## config.mk

```make
export PLATFORM = sky130hd
export DESIGN_NAME = regfile_mp_flat
export DESIGN_NICKNAME = d
export VERILOG_FILES = /design/src/rtl/regfile_pkg.sv /design/src/rtl/regfile_mp_if.sv /design/src/rtl/regfile_read_port.sv /design/src/rtl/regfile_mp.sv /design/src/flat_wrapper.sv
export SDC_FILE = /design/constraint.sdc
export NUM_CORES = 2
export LEC_CHECK = 0
export ABC_AREA = 1
export BUFFER_PORTS_ARGS = -buffer_cell sky130_fd_sc_hd__buf_2
export CELL_PAD_IN_SITES_DETAIL_PLACEMENT = 0
export CELL_PAD_IN_SITES_GLOBAL_PLACEMENT = 1
export CORE_MARGIN = 5
export CORE_UTILIZATION = 42
export CTS_CLUSTER_DIAMETER = 150
export DETAILED_ROUTE_END_ITERATION = 10
export HOLD_SLACK_MARGIN = 0.1
export PLACE_DENSITY_LB_ADDON = 0.1
export SKIP_LAST_GASP = 1
export SLEW_MARGIN = 20
export SYNTH_ARGS = -nofsm -noshare
export SYNTH_HDL_FRONTEND = slang
export SYNTH_SLANG_ARGS = --single-unit
```

## constraint.sdc

```tcl
create_clock -name clk -period 4.12 [get_ports clk]
set_input_delay 0.206 -clock clk [delete_from_list [all_inputs] [get_ports clk]]
set_output_delay 0.206 -clock clk [all_outputs]
set_load 0.01 [all_outputs]
```

## src/rtl/regfile_pkg.sv

```systemverilog
// regfile_pkg: register numbers, default ABI init values and clear-FSM state
package regfile_pkg;

    localparam int REG_ZERO = 0;
    localparam int REG_GP   = 28;
    localparam int REG_SP   = 29;
    localparam int REG_RA   = 31;

    localparam logic [31:0] GP_INIT_DEF = 32'h1000_8000;
    localparam logic [31:0] SP_INIT_DEF = 32'h7FFF_EFFC;

    typedef enum logic {IDLE, CLEAR} clr_state_t;

endpackage

```

## src/rtl/regfile_mp_if.sv

```systemverilog
// regfile_mp_if: write, read and bulk-clear signals between control logic and the register file
interface regfile_mp_if #(
    parameter int N        = 32,
    parameter int ADDR_W   = 5,
    parameter int NUM_READ = 2
);

    logic                       we;
    logic [ADDR_W-1:0]          waddr;
    logic [N-1:0]               wdata;
    logic                       wr_ready;
    logic [NUM_READ*ADDR_W-1:0] raddr;
    logic [NUM_READ*N-1:0]      rdata;
    logic                       clr_req;
    logic                       clr_busy;

    modport master (
        output we, waddr, wdata, raddr, clr_req,
        input  wr_ready, rdata, clr_busy
    );

    modport slave (
        input  we, waddr, wdata, raddr, clr_req,
        output wr_ready, rdata, clr_busy
    );

endinterface

```

## src/rtl/regfile_read_port.sv

```systemverilog
// regfile_read_port: one DEPTH:1 read mux with optional same-cycle write forwarding
module regfile_read_port #(
    parameter int N      = 32,
    parameter int ADDR_W = 5,
    parameter int BYPASS = 1
) (
    input  logic [(2**ADDR_W)*N-1:0] mem,
    input  logic [ADDR_W-1:0]        raddr,
    input  logic                     wr_en,
    input  logic [ADDR_W-1:0]        waddr,
    input  logic [N-1:0]             wdata,
    output logic [N-1:0]             rdata
);

    always_comb
        rdata = (BYPASS != 0 && wr_en && waddr == raddr) ? wdata : mem[raddr*N +: N];

endmodule

```

## src/rtl/regfile_mp.sv

```systemverilog
// regfile_mp: multi-read-port register file with hardwired zero, ABI init values and a sequenced clear
module regfile_mp
    import regfile_pkg::*;
#(
    parameter int          N        = 32,
    parameter int          ADDR_W   = 5,
    parameter int          NUM_READ = 2,
    parameter int          BYPASS   = 1,
    parameter logic [31:0] GP_INIT  = GP_INIT_DEF,
    parameter logic [31:0] SP_INIT  = SP_INIT_DEF
) (
    input logic          clk,
    input logic          reset,
    regfile_mp_if.slave  bus
);

    localparam int DEPTH = 2**ADDR_W;
    localparam logic [N-1:0] GP_V = N'(GP_INIT);
    localparam logic [N-1:0] SP_V = N'(SP_INIT);
    localparam logic [ADDR_W-1:0] LAST = ADDR_W'(DEPTH-1);

    function automatic logic [N-1:0] init_of(input int a);
        return (DEPTH > REG_SP && a == REG_GP) ? GP_V :
               (DEPTH > REG_SP && a == REG_SP) ? SP_V : '0;
    endfunction

    // register 0 has no storage; the flattened read bus ties its slot to zero
    logic [N-1:0]         regs [1:DEPTH-1];
    logic [DEPTH*N-1:0]   mem;
    logic [NUM_READ*N-1:0] rdata_w;
    clr_state_t           state, state_nx;
    logic [ADDR_W-1:0]    cnt, cnt_nx;
    logic                 wr_en;

    assign bus.wr_ready = state == IDLE;
    assign bus.clr_busy = state == CLEAR;
    assign bus.rdata    = rdata_w;
    assign wr_en        = bus.we && state == IDLE && bus.waddr != ADDR_W'(REG_ZERO);

    always_comb begin
        state_nx = state;
        cnt_nx   = cnt;
        if (state == IDLE && bus.clr_req) begin
            state_nx = CLEAR;
            cnt_nx   = ADDR_W'(1);
        end else if (state == CLEAR) begin
            state_nx = (cnt == LAST) ? IDLE : CLEAR;
            cnt_nx   = (cnt == LAST) ? '0 : cnt + 1'b1;
        end
    end

    always_ff @(posedge clk) begin
        if (!reset) begin
            state <= IDLE;
            cnt   <= '0;
            for (int i = 1; i < DEPTH; i++)
                regs[i] <= init_of(i);
        end else begin
            state <= state_nx;
            cnt   <= cnt_nx;
            for (int i = 1; i < DEPTH; i++)
                if (wr_en && bus.waddr == ADDR_W'(i))
                    regs[i] <= bus.wdata;
                else if (state == CLEAR && cnt == ADDR_W'(i))
                    regs[i] <= init_of(i);
        end
    end

    always_comb begin
        mem = '0;
        for (int i = 1; i < DEPTH; i++)
            mem[i*N +: N] = regs[i];
    end

    for (genvar k = 0; k < NUM_READ; k++) begin : g_rd
        regfile_read_port #(
            .N      (N),
            .ADDR_W (ADDR_W),
            .BYPASS (BYPASS)
        ) u_rp (
            .mem   (mem),
            .raddr (bus.raddr[k*ADDR_W +: ADDR_W]),
            .wr_en (wr_en),
            .waddr (bus.waddr),
            .wdata (bus.wdata),
            .rdata (rdata_w[k*N +: N])
        );
    end

endmodule

```

## src/flat_wrapper.sv

```systemverilog
// flat-port wrapper written by rule: the top's interface ports become plain ports
module regfile_mp_flat import regfile_pkg::*;
#(
    parameter int          N        = 32,
    parameter int          ADDR_W   = 5,
    parameter int          NUM_READ = 2,
    parameter int          BYPASS   = 1,
    parameter logic [31:0] GP_INIT  = GP_INIT_DEF,
    parameter logic [31:0] SP_INIT  = SP_INIT_DEF
)
  (clk, reset, bus_we, bus_waddr, bus_wdata, bus_raddr, bus_clr_req, bus_wr_ready, bus_rdata, bus_clr_busy);
  regfile_mp_if #(.N(N), .ADDR_W(ADDR_W), .NUM_READ(NUM_READ)) bus_i ();
  input logic clk;
  input logic reset;
  input wire logic [$bits(bus_i.we)-1:0] bus_we;
  input wire logic [$bits(bus_i.waddr)-1:0] bus_waddr;
  input wire logic [$bits(bus_i.wdata)-1:0] bus_wdata;
  input wire logic [$bits(bus_i.raddr)-1:0] bus_raddr;
  input wire logic [$bits(bus_i.clr_req)-1:0] bus_clr_req;
  output wire logic [$bits(bus_i.wr_ready)-1:0] bus_wr_ready;
  output wire logic [$bits(bus_i.rdata)-1:0] bus_rdata;
  output wire logic [$bits(bus_i.clr_busy)-1:0] bus_clr_busy;
  assign bus_i.we = bus_we;
  assign bus_i.waddr = bus_waddr;
  assign bus_i.wdata = bus_wdata;
  assign bus_i.raddr = bus_raddr;
  assign bus_i.clr_req = bus_clr_req;
  assign bus_wr_ready = bus_i.wr_ready;
  assign bus_rdata = bus_i.rdata;
  assign bus_clr_busy = bus_i.clr_busy;
  regfile_mp #(.N(N), .ADDR_W(ADDR_W), .NUM_READ(NUM_READ), .BYPASS(BYPASS), .GP_INIT(GP_INIT), .SP_INIT(SP_INIT)) u_core (.clk(clk), .reset(reset), .bus(bus_i));
endmodule
```

==> metrics.md <==
| Metric | Value |
|---|---|
| First-pass GRT wire length | 363 mm |
| Minimum clock period | 3.65 ns |
| Crit path buffers/inverters | 3 |
| I/O Buffers | 116 |
| Setup tns final | 0 ns |
| Drt first-iter violations | 7321 |
| Largest net degree at the start of global routing | 165 |
| Clk pin slew, worst setup/hold paths | 0.06 ns |
| CP top delay family | simple AND/OR/NAND/NOR gates |
| Detail Route Antenna Nets | 0 |
| Register area share after synthesis | 0.505 |
| Initial antenna violation count | 1 |
| Worst Min Path Start | bus_wdata[21] |
| Rows | 137 |
| Post-Syn Area | 59300 sq um |
| GR Util All Layers | 0.336 |
| Max VDD drop | 327 uV |
| Crit start category | register |
| Worst Path Max Fanout | 35 |
| Post-synthesis simple-gate area fraction | 0.374 |
| Layout cells sized above 1 | 0.0740 |
| Mux contribution to synthesized area | 0 |
| Pwr Total | 25900 uW |
| Post-Syn Instances | 7914 |
| Full die area | 149000 sq um |
| Setup violations, final | 0 |
| Status | finished clean |
| PD cells | 395 nW/um^2 |
| Max Buffers Root-to-Sink | 3 |
| Synthesized flop and latch total | 998 |
| Detailed Route WL | 256 mm |
| Slew Viols, Final | 0 |
| Root Buffer | clkbuf_16 |
| Least-Margin Pin Slew | 1.16 ns |
| CTS tree | built |
| Area leader, netlist | edfxtp_1 |
| Synth Area in Adders | 0.00127 |
| DP HPWL | 143 mm |
| Syn nets | 7971 |
| Placer Congestion | 0.894 |
| CTS H-tree lvls | 3 |
| Most numerous cell in the Yosys netlist | nand2_1 |
| Syn Area/Cell | 7.49 sq um |
| Largest family of logic cells by synthesized area | simple AND/OR/NAND/NOR gates |
| Pre-Repair DR Iteration Count | 7 |
| Max Cap Viol | 0 |
| Main synth FF type | edfxtp_1 |
| Setup Skew | 0.0231 ns |
| # DRC | 0 |
| Worst r2r src | u_core.bus.clr_busy |
| Pleak | 0.0297 uW |
| Initial core utilization | 0.424 |
| Cts bufs inserted | 118 |
| Ys async rst share | 0 |
| Die Ht | 386 microns |
| Clock sinks | 998 |
| Crit path top cell by count | nand2_1 |
| DR vias/cell | 5.73 |
| Hold crit path type | in2reg |
| Synth Warn # | 0 |
| RSZ-0062 raised after global routing | false |
| Top cells by area, synth | edfxtp_1 (50%), nand3_1 (17%), nand2_1 (14%) |
| XOR/XNOR Fraction of Synth Area | 0.000887 |
| Relative slew slack | 0.229 |
| WL/cell | 26.5 microns |
| Critical path class | reg2out |
| Final period utilization | 0.887 |
| Crit path largest cell delay | 0.56 ns |
| Crit. Startpoint | u_core.bus.clr_busy |
| Fin. Hold Viols | 0 |
| Boundary Pins | 117 |
| Vias | 55479 |
| DIE WIDTH | 386 microns |
| FILL cells | 13930 |
| Worst EP required | 3.91 ns |
| Net total in the final layout | 7767 |
| Fmax | 274 MHz |
| Number of global-route vias before repair | 51394 |
| GRT Residual Overflow | 0 |
| Number of synthesized flops with an enable pin | 992 |
| Compound-cell area share of the yosys netlist | 0.00488 |
| Post-synth cell types | 32 |
| Yosys top cell area share | 0.503 |
| Synth cell count leaders | nand2_1 (2162), nand3_1 (1970), inv_1 (1033) |
| Slowest CP cell | dfxtp_1 |
| Clock Latency Late Sink | 0.74 ns |
| R2R Setup Slk | 0.84 ns |
| Crit path capture type | output port |
| WP data arrival | 3.45 ns |
| CORE AREA | 140000 sq um |
| Crit path cell chain | nor2_1 -> nand2_1 -> inv_4 -> nand2_2 -> buf_4 -> nand3_1 -> nand2_1 -> buf_2 |
| P&R area growth vs syn | 10.8% |
## flip-flops by register name, indices dropped and copies added (netlist names)
name / count
u_core.bus.clr_busy: 1
u_core.regs: 992
u_core.cnt: 5
## cell usage in the layout, fill, tap and decap left out, drive strengths merged
master,n
edfxtp,992
a21oi,21
a211o,1
buf,299
o31ai,1
nor3,4
dlygate4sd3,18
o21ai,15
inv,1044
bufinv,10
nor2,1015
dfxtp,6
nand4,2
xor2,6
clkinvlp,5
a221o,1
nand3,1979
or2,1
clkinv,61
clkbuf,147
ha,6
o211ai,11
nand2,2165
diode,1
## layer usage
layer	global-route usage	wire length, microns	vias up
li1	-	-	24887
met1	0.482	107000	26763
met2	0.498	109000	3338
met3	0.0746	29700	489
met4	0.124	9890	2
met5	0	13	-
## where the power goes
group          total [uW]  switching, uW  leakage (uW)  internal [uW]
clock               10500           4490       0.00185           6030
sequential          11600            106        0.0103          11500
combinational        3810           2870        0.0176            935
total               25900           7470        0.0297          18500
## final cells by class
class	count	area (sq um)	area share
clock inverter	73	616	0.00937
sequential	998	29900	0.455
tap	1876	2350	0.0357
clock buffer	147	3170	0.0482
antenna	1	2.50	0.0000381
multi-input combinational	5228	22900	0.348
timing repair buffer	317	2780	0.0423
inverter	1047	3980	0.0606
## worst min-delay path, delay by kind of cell
kind | cells | cell delay [ns]
buffers and inverters | 2 | 0.35
and+or+nand+nor | 1 | 0.15
## worst paths after layout
path | end | cells after the start
min | u_core.regs[1][437] | 3
min reg2reg | u_core.cnt[1] | 2
max | bus_rdata[2] | 8
max reg2reg | u_core.regs[1][221] | 7
## cells by family (layout without fill, tap and decap cells)
group                      Yosys count  after routing
xor gates and xnor gates             6              6
buffers and inverters             1688           1584
and+or+nand+nor                   5166           5166
other                                0              1
AOI/OAI and AO/OA                   50             50
adders and majority gates            6              6
DFF                                998            998
## stage by stage
stage,setup slack [ns],cells,instance area [sq um],hold slack (ns),utilization
floorplan,0.308,7914,59300,0.346,-
detailed placement,1.09,9447,61700,0.483,0.441
global route,0.421,9686,65700,0.148,0.470
CTS,0.649,9685,65700,0.107,0.469
global placement,1.11,9447,61700,0.486,0.441
finish,0.465,9687,65700,0.117,0.470
## repair_timing
item | CTS | global route
buffers inserted | 0 | 0
endpoints found under the hold margin | 157 | 0
hold buffers | 18 | 0
gates resized for setup | 0 | 0
No activity file was read; power rests on OpenSTA's default activity.
